<file path="src/rtl/alu_sequencer_if.sv">
// Handshake, bus-arbitration and ALU-control signals between the sequencer and its neighbours.
// master = sequencer side, slave = instruction source / bus arbiter / datapath side.
interface alu_sequencer_if #(
    parameter int ADDR_W = 4
);
    logic              instr_valid;
    logic              instr_ready;
    logic [2:0]        instr_op;
    logic [ADDR_W-1:0] instr_src_a;
    logic [ADDR_W-1:0] instr_src_b;
    logic [ADDR_W-1:0] instr_dst;

    logic              bus_req;
    logic              bus_gnt;

    logic              rf_rd_en;
    logic [ADDR_W-1:0] rf_rd_addr;
    logic              rf_wr_en;
    logic [ADDR_W-1:0] rf_wr_addr;

    logic [2:0]        opCode;
    logic              ALUin1;
    logic              ALUin2;
    logic              ALU_outlach;
    logic              ALU_outEN;

    logic              done;
    logic              err;

    modport master (
        input  instr_valid, instr_op, instr_src_a, instr_src_b, instr_dst, bus_gnt,
        output instr_ready, bus_req, rf_rd_en, rf_rd_addr, rf_wr_en, rf_wr_addr,
               opCode, ALUin1, ALUin2, ALU_outlach, ALU_outEN, done, err
    );

    modport slave (
        output instr_valid, instr_op, instr_src_a, instr_src_b, instr_dst, bus_gnt,
        input  instr_ready, bus_req, rf_rd_en, rf_rd_addr, rf_wr_en, rf_wr_addr,
               opCode, ALUin1, ALUin2, ALU_outlach, ALU_outEN, done, err
    );
endinterface

</file>
<file path="src/rtl/alu_sequencer.sv">
// Control FSM ahead of the ALU datapath: loads operands over the shared bus, latches and writes back the result.
// Latency: 5 cycles accept-to-done for a binary op (4 for unary) with bus_gnt held 1; stalls while the bus is not granted.
// Backpressure: instr_ready only in IDLE; a bus_gnt drought of TIMEOUT cycles aborts the instruction with an err pulse.
module alu_sequencer #(
    parameter int       ADDR_W   = 4,
    parameter int       TIMEOUT  = 8,
    parameter bit [2:0] UNARY_OP = 3'b111,
    parameter bit       UNARY_EN = 1'b1
) (
    input  logic            clk,
    input  logic            rst,
    alu_sequencer_if.master io
);

    localparam int CNT_W = (TIMEOUT > 1) ? $clog2(TIMEOUT + 1) : 1;

    typedef enum logic [2:0] {
        S_IDLE   = 3'd0,
        S_LOAD_A = 3'd1,
        S_LOAD_B = 3'd2,
        S_EXEC   = 3'd3,
        S_WRITE  = 3'd4
    } state_t;

    state_t            state;
    state_t            state_nxt;

    logic [2:0]        op_q;
    logic [ADDR_W-1:0] src_a_q;
    logic [ADDR_W-1:0] src_b_q;
    logic [ADDR_W-1:0] dst_q;
    logic [CNT_W-1:0]  wait_cnt;
    logic              done_q;
    logic              err_q;

    logic              req_st;
    logic              gnt_ok;
    logic              bus_wait;
    logic              timeout_hit;
    logic              is_unary;

    // Grant only counts while we are actually requesting the bus.
    assign req_st   = (state == S_LOAD_A) || (state == S_LOAD_B) || (state == S_WRITE);
    assign gnt_ok   = req_st && io.bus_gnt;
    assign bus_wait = req_st && !io.bus_gnt;
    assign is_unary = UNARY_EN && (op_q == UNARY_OP);

    // The TIMEOUT-th consecutive ungranted cycle is the one that aborts.
    assign timeout_hit = (TIMEOUT > 0) && bus_wait && (wait_cnt == CNT_W'(TIMEOUT - 1));

    always_ff @(posedge clk or negedge rst) begin
        if (!rst) begin
            state <= S_IDLE;
        end else begin
            state <= state_nxt;
        end
    end

    always_comb begin
        state_nxt = state;
        case (state)
            S_IDLE: begin
                if (io.instr_valid) state_nxt = S_LOAD_A;
            end
            S_LOAD_A: begin
                if (timeout_hit)  state_nxt = S_IDLE;
                else if (gnt_ok)  state_nxt = is_unary ? S_EXEC : S_LOAD_B;
            end
            S_LOAD_B: begin
                if (timeout_hit)  state_nxt = S_IDLE;
                else if (gnt_ok)  state_nxt = S_EXEC;
            end
            S_EXEC: begin
                state_nxt = S_WRITE;
            end
            S_WRITE: begin
                if (timeout_hit || gnt_ok) state_nxt = S_IDLE;
            end
            default: begin
                state_nxt = S_IDLE;
            end
        endcase
    end

    always_comb begin
        io.instr_ready = 1'b0;
        io.bus_req     = 1'b0;
        io.rf_rd_en    = 1'b0;
        io.rf_rd_addr  = '0;
        io.rf_wr_en    = 1'b0;
        io.rf_wr_addr  = '0;
        io.ALUin1      = 1'b0;
        io.ALUin2      = 1'b0;
        io.ALU_outlach = 1'b0;
        io.ALU_outEN   = 1'b0;
        case (state)
            S_IDLE: begin
                io.instr_ready = rst;
            end
            S_LOAD_A: begin
                io.bus_req    = 1'b1;
                io.rf_rd_addr = src_a_q;
                io.rf_rd_en   = io.bus_gnt;
                io.ALUin1     = io.bus_gnt;
            end
            S_LOAD_B: begin
                io.bus_req    = 1'b1;
                io.rf_rd_addr = src_b_q;
                io.rf_rd_en   = io.bus_gnt;
                io.ALUin2     = io.bus_gnt;
            end
            S_EXEC: begin
                io.ALU_outlach = 1'b1;
            end
            S_WRITE: begin
                io.bus_req    = 1'b1;
                io.rf_wr_addr = dst_q;
                io.rf_wr_en   = io.bus_gnt;
                io.ALU_outEN  = io.bus_gnt;
            end
            default: begin
                io.instr_ready = 1'b0;
            end
        endcase
    end

    assign io.opCode = op_q;
    assign io.done   = done_q;
    assign io.err    = err_q;

    always_ff @(posedge clk or negedge rst) begin
        if (!rst) begin
            op_q    <= '0;
            src_a_q <= '0;
            src_b_q <= '0;
            dst_q   <= '0;
        end else if (state == S_IDLE && io.instr_valid) begin
            op_q    <= io.instr_op;
            src_a_q <= io.instr_src_a;
            src_b_q <= io.instr_src_b;
            dst_q   <= io.instr_dst;
        end
    end

    // Counts the current run of ungranted request cycles within one state.
    always_ff @(posedge clk or negedge rst) begin
        if (!rst) begin
            wait_cnt <= '0;
        end else if (gnt_ok || state_nxt != state) begin
            wait_cnt <= '0;
        end else if (bus_wait) begin
            wait_cnt <= wait_cnt + 1'b1;
        end
    end

    always_ff @(posedge clk or negedge rst) begin
        if (!rst) begin
            done_q <= 1'b0;
            err_q  <= 1'b0;
        end else begin
            done_q <= (state == S_WRITE) && gnt_ok;
            err_q  <= timeout_hit;
        end
    end

    a_no_bus_fight: assert property (@(posedge clk) disable iff (!rst)
        !(io.rf_rd_en && io.ALU_outEN));

    a_strobe_needs_gnt: assert property (@(posedge clk) disable iff (!rst)
        (io.ALUin1 || io.ALUin2 || io.rf_rd_en || io.rf_wr_en) |-> io.bus_gnt);

endmodule

</file>
<file path="src/flat_wrapper.sv">
// flat-port wrapper written by rule: the top's interface ports become plain ports
module alu_sequencer_flat 
#(
    parameter int       ADDR_W   = 4,
    parameter int       TIMEOUT  = 8,
    parameter bit [2:0] UNARY_OP = 3'b111,
    parameter bit       UNARY_EN = 1'b1
)
  (clk, rst, io_instr_valid, io_instr_op, io_instr_src_a, io_instr_src_b, io_instr_dst, io_bus_gnt, io_instr_ready, io_bus_req, io_rf_rd_en, io_rf_rd_addr, io_rf_wr_en, io_rf_wr_addr, io_opCode, io_ALUin1, io_ALUin2, io_ALU_outlach, io_ALU_outEN, io_done, io_err);
  alu_sequencer_if #(.ADDR_W(ADDR_W)) io_i ();
  input  logic clk;
  input  logic rst;
  input wire logic [$bits(io_i.instr_valid)-1:0] io_instr_valid;
  input wire logic [$bits(io_i.instr_op)-1:0] io_instr_op;
  input wire logic [$bits(io_i.instr_src_a)-1:0] io_instr_src_a;
  input wire logic [$bits(io_i.instr_src_b)-1:0] io_instr_src_b;
  input wire logic [$bits(io_i.instr_dst)-1:0] io_instr_dst;
  input wire logic [$bits(io_i.bus_gnt)-1:0] io_bus_gnt;
  output wire logic [$bits(io_i.instr_ready)-1:0] io_instr_ready;
  output wire logic [$bits(io_i.bus_req)-1:0] io_bus_req;
  output wire logic [$bits(io_i.rf_rd_en)-1:0] io_rf_rd_en;
  output wire logic [$bits(io_i.rf_rd_addr)-1:0] io_rf_rd_addr;
  output wire logic [$bits(io_i.rf_wr_en)-1:0] io_rf_wr_en;
  output wire logic [$bits(io_i.rf_wr_addr)-1:0] io_rf_wr_addr;
  output wire logic [$bits(io_i.opCode)-1:0] io_opCode;
  output wire logic [$bits(io_i.ALUin1)-1:0] io_ALUin1;
  output wire logic [$bits(io_i.ALUin2)-1:0] io_ALUin2;
  output wire logic [$bits(io_i.ALU_outlach)-1:0] io_ALU_outlach;
  output wire logic [$bits(io_i.ALU_outEN)-1:0] io_ALU_outEN;
  output wire logic [$bits(io_i.done)-1:0] io_done;
  output wire logic [$bits(io_i.err)-1:0] io_err;
  assign io_i.instr_valid = io_instr_valid;
  assign io_i.instr_op = io_instr_op;
  assign io_i.instr_src_a = io_instr_src_a;
  assign io_i.instr_src_b = io_instr_src_b;
  assign io_i.instr_dst = io_instr_dst;
  assign io_i.bus_gnt = io_bus_gnt;
  assign io_instr_ready = io_i.instr_ready;
  assign io_bus_req = io_i.bus_req;
  assign io_rf_rd_en = io_i.rf_rd_en;
  assign io_rf_rd_addr = io_i.rf_rd_addr;
  assign io_rf_wr_en = io_i.rf_wr_en;
  assign io_rf_wr_addr = io_i.rf_wr_addr;
  assign io_opCode = io_i.opCode;
  assign io_ALUin1 = io_i.ALUin1;
  assign io_ALUin2 = io_i.ALUin2;
  assign io_ALU_outlach = io_i.ALU_outlach;
  assign io_ALU_outEN = io_i.ALU_outEN;
  assign io_done = io_i.done;
  assign io_err = io_i.err;
  alu_sequencer #(.ADDR_W(ADDR_W), .TIMEOUT(TIMEOUT), .UNARY_OP(UNARY_OP), .UNARY_EN(UNARY_EN)) u_core (.clk(clk), .rst(rst), .io(io_i));
endmodule
</file>
<file path="config.mk">
export PLATFORM = sky130hd
export DESIGN_NAME = alu_sequencer_flat
export DESIGN_NICKNAME = d
export VERILOG_FILES = /design/src/rtl/alu_sequencer_if.sv /design/src/rtl/alu_sequencer.sv /design/src/flat_wrapper.sv
export SDC_FILE = /design/constraint.sdc
export NUM_CORES = 1
export LEC_CHECK = 0
export ABC_AREA = 1
export CORE_MARGIN = 1
export CORE_UTILIZATION = 48
export CTS_CLUSTER_SIZE = 28
export DETAILED_ROUTE_END_ITERATION = 7
export PLACE_DENSITY = 0.83
export SYNTH_ARGS = -nofsm -noshare
export SYNTH_HDL_FRONTEND = slang
export SYNTH_SLANG_ARGS = --single-unit
</file>
<file path="constraint.sdc">
create_clock -name clk -period 4.26 [get_ports clk]
set_input_delay 0.852 -clock clk [delete_from_list [all_inputs] [get_ports clk]]
set_output_delay 0.852 -clock clk [all_outputs]
set_load 0.1 [all_outputs]
</file>
==> results.py, run 1 <==
metrics = {
    "timing": {
        "tightest_slew_ns": 0.973,
        "hold_violations": 0,
        "finClkSkew_ns": 0.00745,
        "min_period_over_period_pct": 79.6,
        "max_clock_freq_mhz": 295,
        "period_needed_ns": 3.39,
        "rsz0062_at_grt": "false",
        "finalSetupTns_ns": 0,
        "finalSetupViolations": 0,
        "slew_viol_final": 0,
        "relSlewSlack_pct": 34.9,
    },
    "floorplanning": {
        "initial_core_util_pct": 52.7,
        "ios": 40,
        "rows": 17,
        "core_region_area_sq_um": 2300,
        "die_x_microns": 52.2,
        "die_area_sq_um": 2730,
        "die_h_microns": 52.2,
    },
    "clock_tree": {
        "cts-root-buf": "clkbuf_4",
        "cts_max_path_buffers": 2,
        "htreeDepth": 1,
        "clk_latency_ns": 0.31,
        "cts_tree": "built",
        "clk_pin_slew_ns": 0.13,
        "cts.repair.resized": 0,
        "cts_buffers": 3,
        "post_cts_buffers": 0,
        "postCtsHoldBufs": 0,
        "clock-sinks": 24,
    },
    "status": {
        "outcome": "completed",
    },
    "logic_synthesis": {
        "synth_commonest_cells": "dfrtp_1, inv_1, nor2_1",
        "synth_most_common_cell": "dfrtp_1",
        "synth_area_sq_um": 1210,
        "yosys.area.top_type": "dfrtp_1",
        "yosysSeqAreaShare_pct": 49.6,
        "ys_top_cells_by_area": "dfrtp_1, inv_1, mux2_2, nor2_1, nand2_1",
        "netlist_instances": 135,
        "ys_ff_latch": 24,
        "synth-warning-count": 0,
        "post-synth-top-area-fraction_pct": 49.6,
        "synth_edf_count": 0,
        "synth_top_flop_cell": "dfrtp_1",
        "syn_nets": 155,
        "ys_types": 24,
        "synth.avg_cell_area_sq_um": 8.97,
        "async_flop_share_pct": 100,
    },
    "routing": {
        "wl_per_cell_microns": 12.4,
        "drc": 0,
        "wirelength_microns": 2530,
        "drtIter0Drc": 17,
        "drtPass1Iterations": 4,
        "ant_nets": 0,
        "drt-vias-per-instance": 5.03,
        "vias": 1027,
    },
    "worst_setup_path": {
        "path_cells": "nor2_1 > nand2_2 > inv_1 > nand2_1 > o21ai_0 > clkdlybuf4s50_1",
        "critical_path_class": "flop to primary output",
        "r2r_start": "u_core.state[1]",
        "worstPathRequired_ns": 3.41,
        "crit_path_max_fanout": 6,
        "arrival_ns": 2.54,
        "r2r-end": "u_core.wait_cnt[1]",
        "startpoint": "u_core.state[1]",
        "crit_path_top_delay_cell": "clkdlybuf4s50_1",
        "endpoint": "io_rf_rd_addr[3]",
        "rr_worst_depth": 5,
        "endpoint_kind": "primary output",
        "rrSetupSlack_ns": 2.59,
        "max_stage_delay_ns": 1.16,
        "startpoint_type": "flop",
    },
    "cells_and_area": {
        "nNetsFinal": 197,
        "finalNonFillerCells": 204,
        "final_layout_size_suffix_gt1_share_pct": 19.9,
        "area_growth_pct": 37.2,
        "num_antenna_cells": 0,
    },
    "global_routing": {
        "antenna_found_initial": 0,
        "grt_use_met3_pct": 3.77,
        "gr-usage-met1_pct": 27.1,
        "top_usage_layer": "met2",
        "grtUsageMet2_pct": 37.8,
        "grt_overflow": 0,
        "grtUsageTotal_pct": 21.4,
        "grt_pass1_vias": 993,
        "grt_start_max_net_pins": 26,
        "grt_pass1_wl_microns": 4310,
    },
    "placed_design": {
        "dp_cells": 200,
        "dp_hpwl_microns": 1920,
        "numPortBuffers": 39,
        "place.gp.congestion": 0.901,
    },
    "min_path": {
        "hold_path_class": "flop to flop",
    },
    "flow_run": {
        "maxCapViolations": 0,
    },
}
how the worst min path moves through the flow:
stage / start / to / slack [ns] / depth (start not counted)
after detailed placement: u_core.dst_q[0] / u_core.dst_q[0] / 0.51 / 2
after global placement: u_core.src_a_q[3] / u_core.src_a_q[3] / 0.49 / 1
after floorplan: u_core.src_b_q[0] / u_core.src_b_q[0] / 0.48 / 2
after CTS: u_core.dst_q[0] / u_core.dst_q[0] / 0.52 / 2
after global routing: u_core.src_a_q[2] / u_core.src_a_q[2] / 0.56 / 1
final: u_core.dst_q[0] / u_core.dst_q[0] / 0.52 / 2
sequential cells by signal (all words and copies together), names as in the netlist:
| signal | count |
|---|---|
| u_core.wait_cnt | 4 |
| u_core.dst_q | 4 |
| u_core.io.opCode | 3 |
| u_core.io.done | 1 |
| u_core.src_b_q | 4 |
| u_core.state | 3 |
| u_core.io.err | 1 |
| u_core.src_a_q | 4 |
metrics by stage:
step / utilization, % / instance area [sq um] / worst slack, ns / hold slack, ns
after global routing: 72.3 / 1660 / 0.681 / 0.558
after CTS: 72.3 / 1660 / 0.865 / 0.525
after floorplan: - / 1210 / 0.499 / 0.478
after global placement: 70.8 / 1630 / 1.23 / 0.493
after detailed placement: 70.8 / 1630 / 1.18 / 0.506
final: 72.3 / 1660 / 0.871 / 0.522
logic make-up after synthesis:
group / after synthesis / share of synthesized area, %
buffers and inverters: 27 / 8.78
AO/OA/AOI/OAI: 18 / 8.06
XOR/XNOR: 3 / 2.17
adder cells (fa/ha/maj): 1 / 1.03
multiplexers: 7 / 6.51
AND/OR/NAND/NOR: 55 / 23.9
flip-flops: 24 / 49.6
cells in the final DEF, fill, tap and decap left out, drive strengths merged:
cell type	netlist	routed
clkinv	1	1
nand2	19	19
dfrtp	24	24
nor2	23	23
ha	1	1
nand4	1	1
clkbuf	1	4
a41oi	1	1
inv	23	23
nand3	10	10
mux2	7	7
nor3	1	1
a31o	1	1
clkdlybuf4s50	0	33
a21oi	10	10
o21ai	6	6
and3	1	1
buf	2	7
xor2	3	3
per-layer routing:
| layer | part of all wire [%] | routed length, microns |
|---|---|---|
| met1 | 44 | 1110 |
| met2 | 52 | 1320 |
| met3 | 3.8 | 95 |
| met4 | 0.28 | 7 |
| met5 | 0 | 0 |
critical path, delay by kind of cell (launching register included):
| kind | cells | cell delay, ns |
|---|---|---|
| flip-flops | 1 | 0.48 |
| AND/OR/NAND/NOR | 3 | 0.35 |
| buffers and inverters | 2 | 1.30 |
| AO/OA/AOI/OAI | 1 | 0.08 |
layout make-up:
| class | instances | area [sq um] |
|---|---|---|
| repair buffers | 40 | 395 |
| multi-input cells | 84 | 504 |
| well taps | 28 | 35.0 |
| fillers | 188 | 636 |
| inverters | 24 | 90.1 |
| clock buffers | 4 | 36.3 |
| flip-flops and latches | 24 | 601 |
Power of run 1 is not shown: default switching activity piles up to over one toggle a cycle in this logic, so the estimate is an artifact.
==> run 2, diff against run 1 <==
Settings changed: CORE_UTILIZATION 48 to 45, PLACE_DENSITY 0.83 to 0.79.
Clock period 4.26 ns to 3.2 ns, I/O delays scaled along.
==> run 2 against run 1 <==
- hold slack improved by 0.0068 ns
- utilization decreased by 4.0 points
- highest routed layer unchanged
- first-iteration DRC count rose by 41%
- final area rose by 2.8%
==> results.py, run 2 (synthesis gave the netlist of run 1 again) <==
metrics = {
    "global_routing": {
        "grt_start_max_net_pins": 26,
        "grt_pass1_vias": 994,
        "grt_pass1_wl_microns": 4200,
        "grtUsageTotal_pct": 20.9,
        "antenna_found_initial": 0,
        "grt_overflow": 0,
    },
    "timing": {
        "timing.final.ws_setup_ns": 0.547,
        "finalSetupViolations": 0,
        "max_clock_freq_mhz": 377,
        "tightest_slew_ns": 0.487,
        "slew_viol_final": 0,
        "hold_violations": 0,
        "finalSetupTns_ns": 0,
        "finClkSkew_ns": 0.00943,
        "relSlewSlack_pct": 67.5,
        "rsz0062_at_grt": "false",
        "period_needed_ns": 2.65,
        "min_period_over_period_pct": 82.9,
    },
    "worst_setup_path": {
        "critical_path_class": "primary input to primary output",
        "worst-path-buf-inv": 3,
        "crit_path_max_fanout": 10,
        "startpoint_type": "primary input",
        "crit_family": "buffers and inverters",
        "worstPathRequired_ns": 2.56,
        "max_stage_delay_ns": 0.52,
        "crit_path_top_delay_cell": "clkdlybuf4s50_1",
        "path_cells": "clkdlybuf4s50_1 > clkinv_1 > nor2_2 > buf_12",
        "endpoint_kind": "primary output",
        "arrival_ns": 2.01,
    },
    "routing": {
        "drc": 0,
        "drtPass1Iterations": 4,
        "wirelength_microns": 2670,
        "wl_per_cell_microns": 13.0,
        "vias": 1051,
        "drt-met1-wl_microns": 1100,
        "ant_nets": 0,
        "drtIter0Drc": 24,
        "drt-vias-per-instance": 5.10,
        "top_layer": "met4",
        "route.met3.wl_microns": 186,
        "met2_length_microns": 1320,
    },
    "placed_design": {
        "numPortBuffers": 39,
        "place.gp.congestion": 0.829,
        "dp_hpwl_microns": 2010,
        "pre_cts_ws_ns": 0.566,
    },
    "floorplanning": {
        "die_x_microns": 53.9,
        "ios": 40,
        "initial_core_util_pct": 48.4,
        "die_area_sq_um": 2900,
        "die_h_microns": 53.9,
        "rows": 18,
        "core_region_area_sq_um": 2500,
    },
    "cells_and_area": {
        "num_antenna_cells": 0,
        "nNetsFinal": 197,
        "layout_commonest_cell": "dfrtp_1",
        "final_cell_mix": "dfrtp_1, inv_1, nor2_1",
        "final_layout_size_suffix_gt1_share_pct": 29.0,
        "area_growth_pct": 41.0,
    },
    "clock_tree": {
        "clk_latency_ns": 0.31,
        "htreeDepth": 1,
        "post_cts_buffers": 0,
        "clock-sinks": 24,
        "cts.repair.resized": 0,
        "cts_max_path_buffers": 2,
        "cts_buffers": 3,
        "postCtsHoldBufs": 0,
        "cts_tree": "built",
        "cts-root-buf": "clkbuf_4",
        "clk_pin_slew_ns": 0.13,
    },
    "flow_run": {
        "maxCapViolations": 0,
    },
    "status": {
        "outcome": "completed",
    },
    "min_path": {
        "hold_path_class": "flop to flop",
    },
}
run 2: cell count changes in the layout (fill, tap and decap cells not counted), sizes merged:
cell | previous run | this run
buf | 7 | 22
bufinv | 0 | 1
clkbuf | 4 | 3
clkdlybuf4s50 | 33 | 18
run 2: path summary, 6_finish.rpt:
kind,from,to,slack (ns),cells past startpoint
min reg2reg,u_core.src_b_q[0],u_core.src_b_q[0],0.53,2
max reg2reg,u_core.state[1],u_core.wait_cnt[0],1.53,5
max,io_bus_gnt,io_ALU_outEN,0.55,4
min,u_core.src_b_q[0],u_core.src_b_q[0],0.53,2
max in group asynchronous,rst,u_core.wait_cnt[3],2.26,2
min in group asynchronous,rst,u_core.dst_q[2],0.70,2
run 2: layout make-up:
type / count / area [sq um]
Inverter: 24 / 90.1
Tap cell: 30 / 37.5
Clock buffer: 3 / 22.5
Fill cell: 184 / 792
Clock inverter: 1 / 30.0
Sequential cell: 24 / 601
Multi-Input combinational cell: 84 / 507
Timing Repair Buffer: 40 / 420
run 2: per-layer routing:
layer | track usage (%) | vias to the layer above
met5 | 0 | -
met1 | 23.7 | 489
met3 | 4.24 | 6
met2 | 36.6 | 45
li1 | - | 511
met4 | 11.0 | 0
run 2: tightest hold or removal path: stages (launching register included):
cell     delay [ns]
dfrtp_1        0.38
inv_1          0.06
a21oi_1        0.06
run 2: stage by stage:
step / std cells / area, sq um / hold slack [ns] / utilization, %
2_1_floorplan: 135 / 1210 / 0.344 / -
3_3_place_gp: 202 / 1660 / 0.494 / 66.2
3_5_place_dp: 202 / 1660 / 0.498 / 66.2
4_1_cts: 206 / 1710 / 0.526 / 68.3
5_1_grt: 206 / 1710 / 0.556 / 68.3
6_report: 206 / 1710 / 0.528 / 68.3
Power of run 2 is left out for the same reason.
==> run 3, diff against run 2 <==
Clock period 3.2 ns to 2.5 ns, I/O delays scaled along.
==> run 3 against run 2 <==
- sequential share of layout area down 2.4 points
- cell count up 0.49%
- worst setup slack worse by 0.31 ns
- register-to-register slack worse by 0.74 ns
- hold slack worse by 0.0022 ns
- highest routed layer unchanged
==> results.py, run 3 (synthesis gave the netlist of run 1 again) <==
metrics = {
    "status": {
        "outcome": "completed",
    },
    "routing": {
        "vias": 1046,
        "drt-vias-per-instance": 5.05,
        "drtIter0Drc": 14,
        "wirelength_microns": 2610,
        "wl_per_cell_microns": 12.6,
        "ant_nets": 0,
        "drc": 0,
        "drtPass1Iterations": 4,
    },
    "clock_tree": {
        "post_cts_buffers": 0,
        "clk_pin_slew_ns": 0.13,
        "postCtsHoldBufs": 0,
        "cts.repair.resized": 0,
        "cts_max_path_buffers": 2,
        "htreeDepth": 1,
        "cts_buffers": 3,
        "cts-root-buf": "clkbuf_4",
        "cts_tree": "built",
        "clk_latency_ns": 0.32,
        "clock-sinks": 24,
    },
    "worst_setup_path": {
        "r2r_start": "u_core.state[2]",
        "r2r-end": "u_core.wait_cnt[1]",
        "arrival_ns": 1.76,
        "rr_worst_depth": 11,
        "worstPathRequired_ns": 2.00,
        "rrSetupSlack_ns": 0.79,
        "startpoint_type": "primary input",
        "crit_path_max_fanout": 6,
        "endpoint_kind": "primary output",
        "critical_path_class": "primary input to primary output",
    },
    "min_path": {
        "worstHoldEndpoint": "u_core.src_a_q[3]",
        "whs_path_depth": 1,
        "hp-start": "u_core.src_a_q[3]",
        "hold_path_class": "flop to flop",
    },
    "timing": {
        "min_period_over_period_pct": 90.3,
        "tightest_slew_ns": 0.526,
        "max_clock_freq_mhz": 443,
        "finalSetupViolations": 0,
        "rsz0062_at_grt": "false",
        "relSlewSlack_pct": 64.9,
        "period_needed_ns": 2.26,
        "finalSetupTns_ns": 0,
        "hold_violations": 0,
        "finClkSkew_ns": 0.00665,
        "slew_viol_final": 0,
    },
    "floorplanning": {
        "initial_core_util_pct": 48.4,
        "rows": 18,
        "die_area_sq_um": 2900,
        "ios": 40,
        "die_h_microns": 53.9,
        "die_x_microns": 53.9,
        "core_region_area_sq_um": 2500,
    },
    "cells_and_area": {
        "nNetsFinal": 198,
        "final_cell_mix": "dfrtp_1, inv_1, nor2_1",
        "fin_util_pct": 73.4,
        "num_antenna_cells": 0,
        "layout_commonest_cell": "dfrtp_1",
        "ff_latch_area_sq_um": 601,
        "multi_input_area_sq_um": 529,
        "fill_cells": 177,
        "area_growth_pct": 51.4,
        "final_layout_size_suffix_gt1_share_pct": 32.8,
    },
    "placed_design": {
        "dp_hpwl_microns": 2020,
        "numPortBuffers": 39,
        "place.gp.congestion": 0.777,
    },
    "global_routing": {
        "grt_pass1_wl_microns": 4440,
        "grtUsageTotal_pct": 22.0,
        "antenna_found_initial": 0,
        "grt_start_max_net_pins": 26,
        "grt_pass1_vias": 990,
        "grt_overflow": 0,
    },
    "flow_run": {
        "maxCapViolations": 0,
    },
}
==> run 3: through the flow <==
step / setup WS, ns / area (sq um) / hold slack (ns) / instances
6_report: 0.242 / 1830 / 0.526 / 207
5_1_grt: 0.176 / 1830 / 0.543 / 207
4_1_cts: 0.234 / 1830 / 0.525 / 207
3_5_place_dp: 0.247 / 1800 / 0.495 / 203
3_3_place_gp: 0.267 / 1800 / 0.491 / 203
2_1_floorplan: -0.148 / 1240 / 0.204 / 135
==> run 3: layer usage <==
metal | track usage [%] | vias to the layer above | part of all wire [%]
met5 | 0 | - | 0
met4 | 7.89 | 0 | 1.6
met3 | 3.67 | 5 | 4.8
met2 | 35.8 | 31 | 49
met1 | 29.3 | 497 | 45
li1 | - | 513 | -
==> run 3: how the worst max path moves through the flow <==
stage                    start                to  slack [ns]  cells after the start
5_1_grt             io_bus_gnt      io_ALU_outEN        0.18                      4
6_report            io_bus_gnt       io_rf_wr_en        0.24                      4
2_1_floorplan  u_core.state[2]  io_rf_rd_addr[0]       -0.15                      3
3_3_place_gp        io_bus_gnt      io_ALU_outEN        0.27                      4
3_5_place_dp        io_bus_gnt       io_rf_wr_en        0.25                      4
4_1_cts             io_bus_gnt       io_rf_wr_en        0.23                      4
==> run 3: final cells by class <==
type                            instances  share of cell area (%)
Timing Repair Buffer                   41                    29.5
Clock buffer                            4                    1.98
Inverter                               24                    4.91
Sequential cell                        24                    32.7
Multi-Input combinational cell         84                    28.9
Tap cell                               30                    2.05
==> run 3: critical path, cell delays in order <==
cell and delay, ns:
clkdlybuf4s50_1 0.53, clkinv_1 0.22, nor2_2 0.29, buf_12 0.21
Power of run 3 is left out for the same reason.
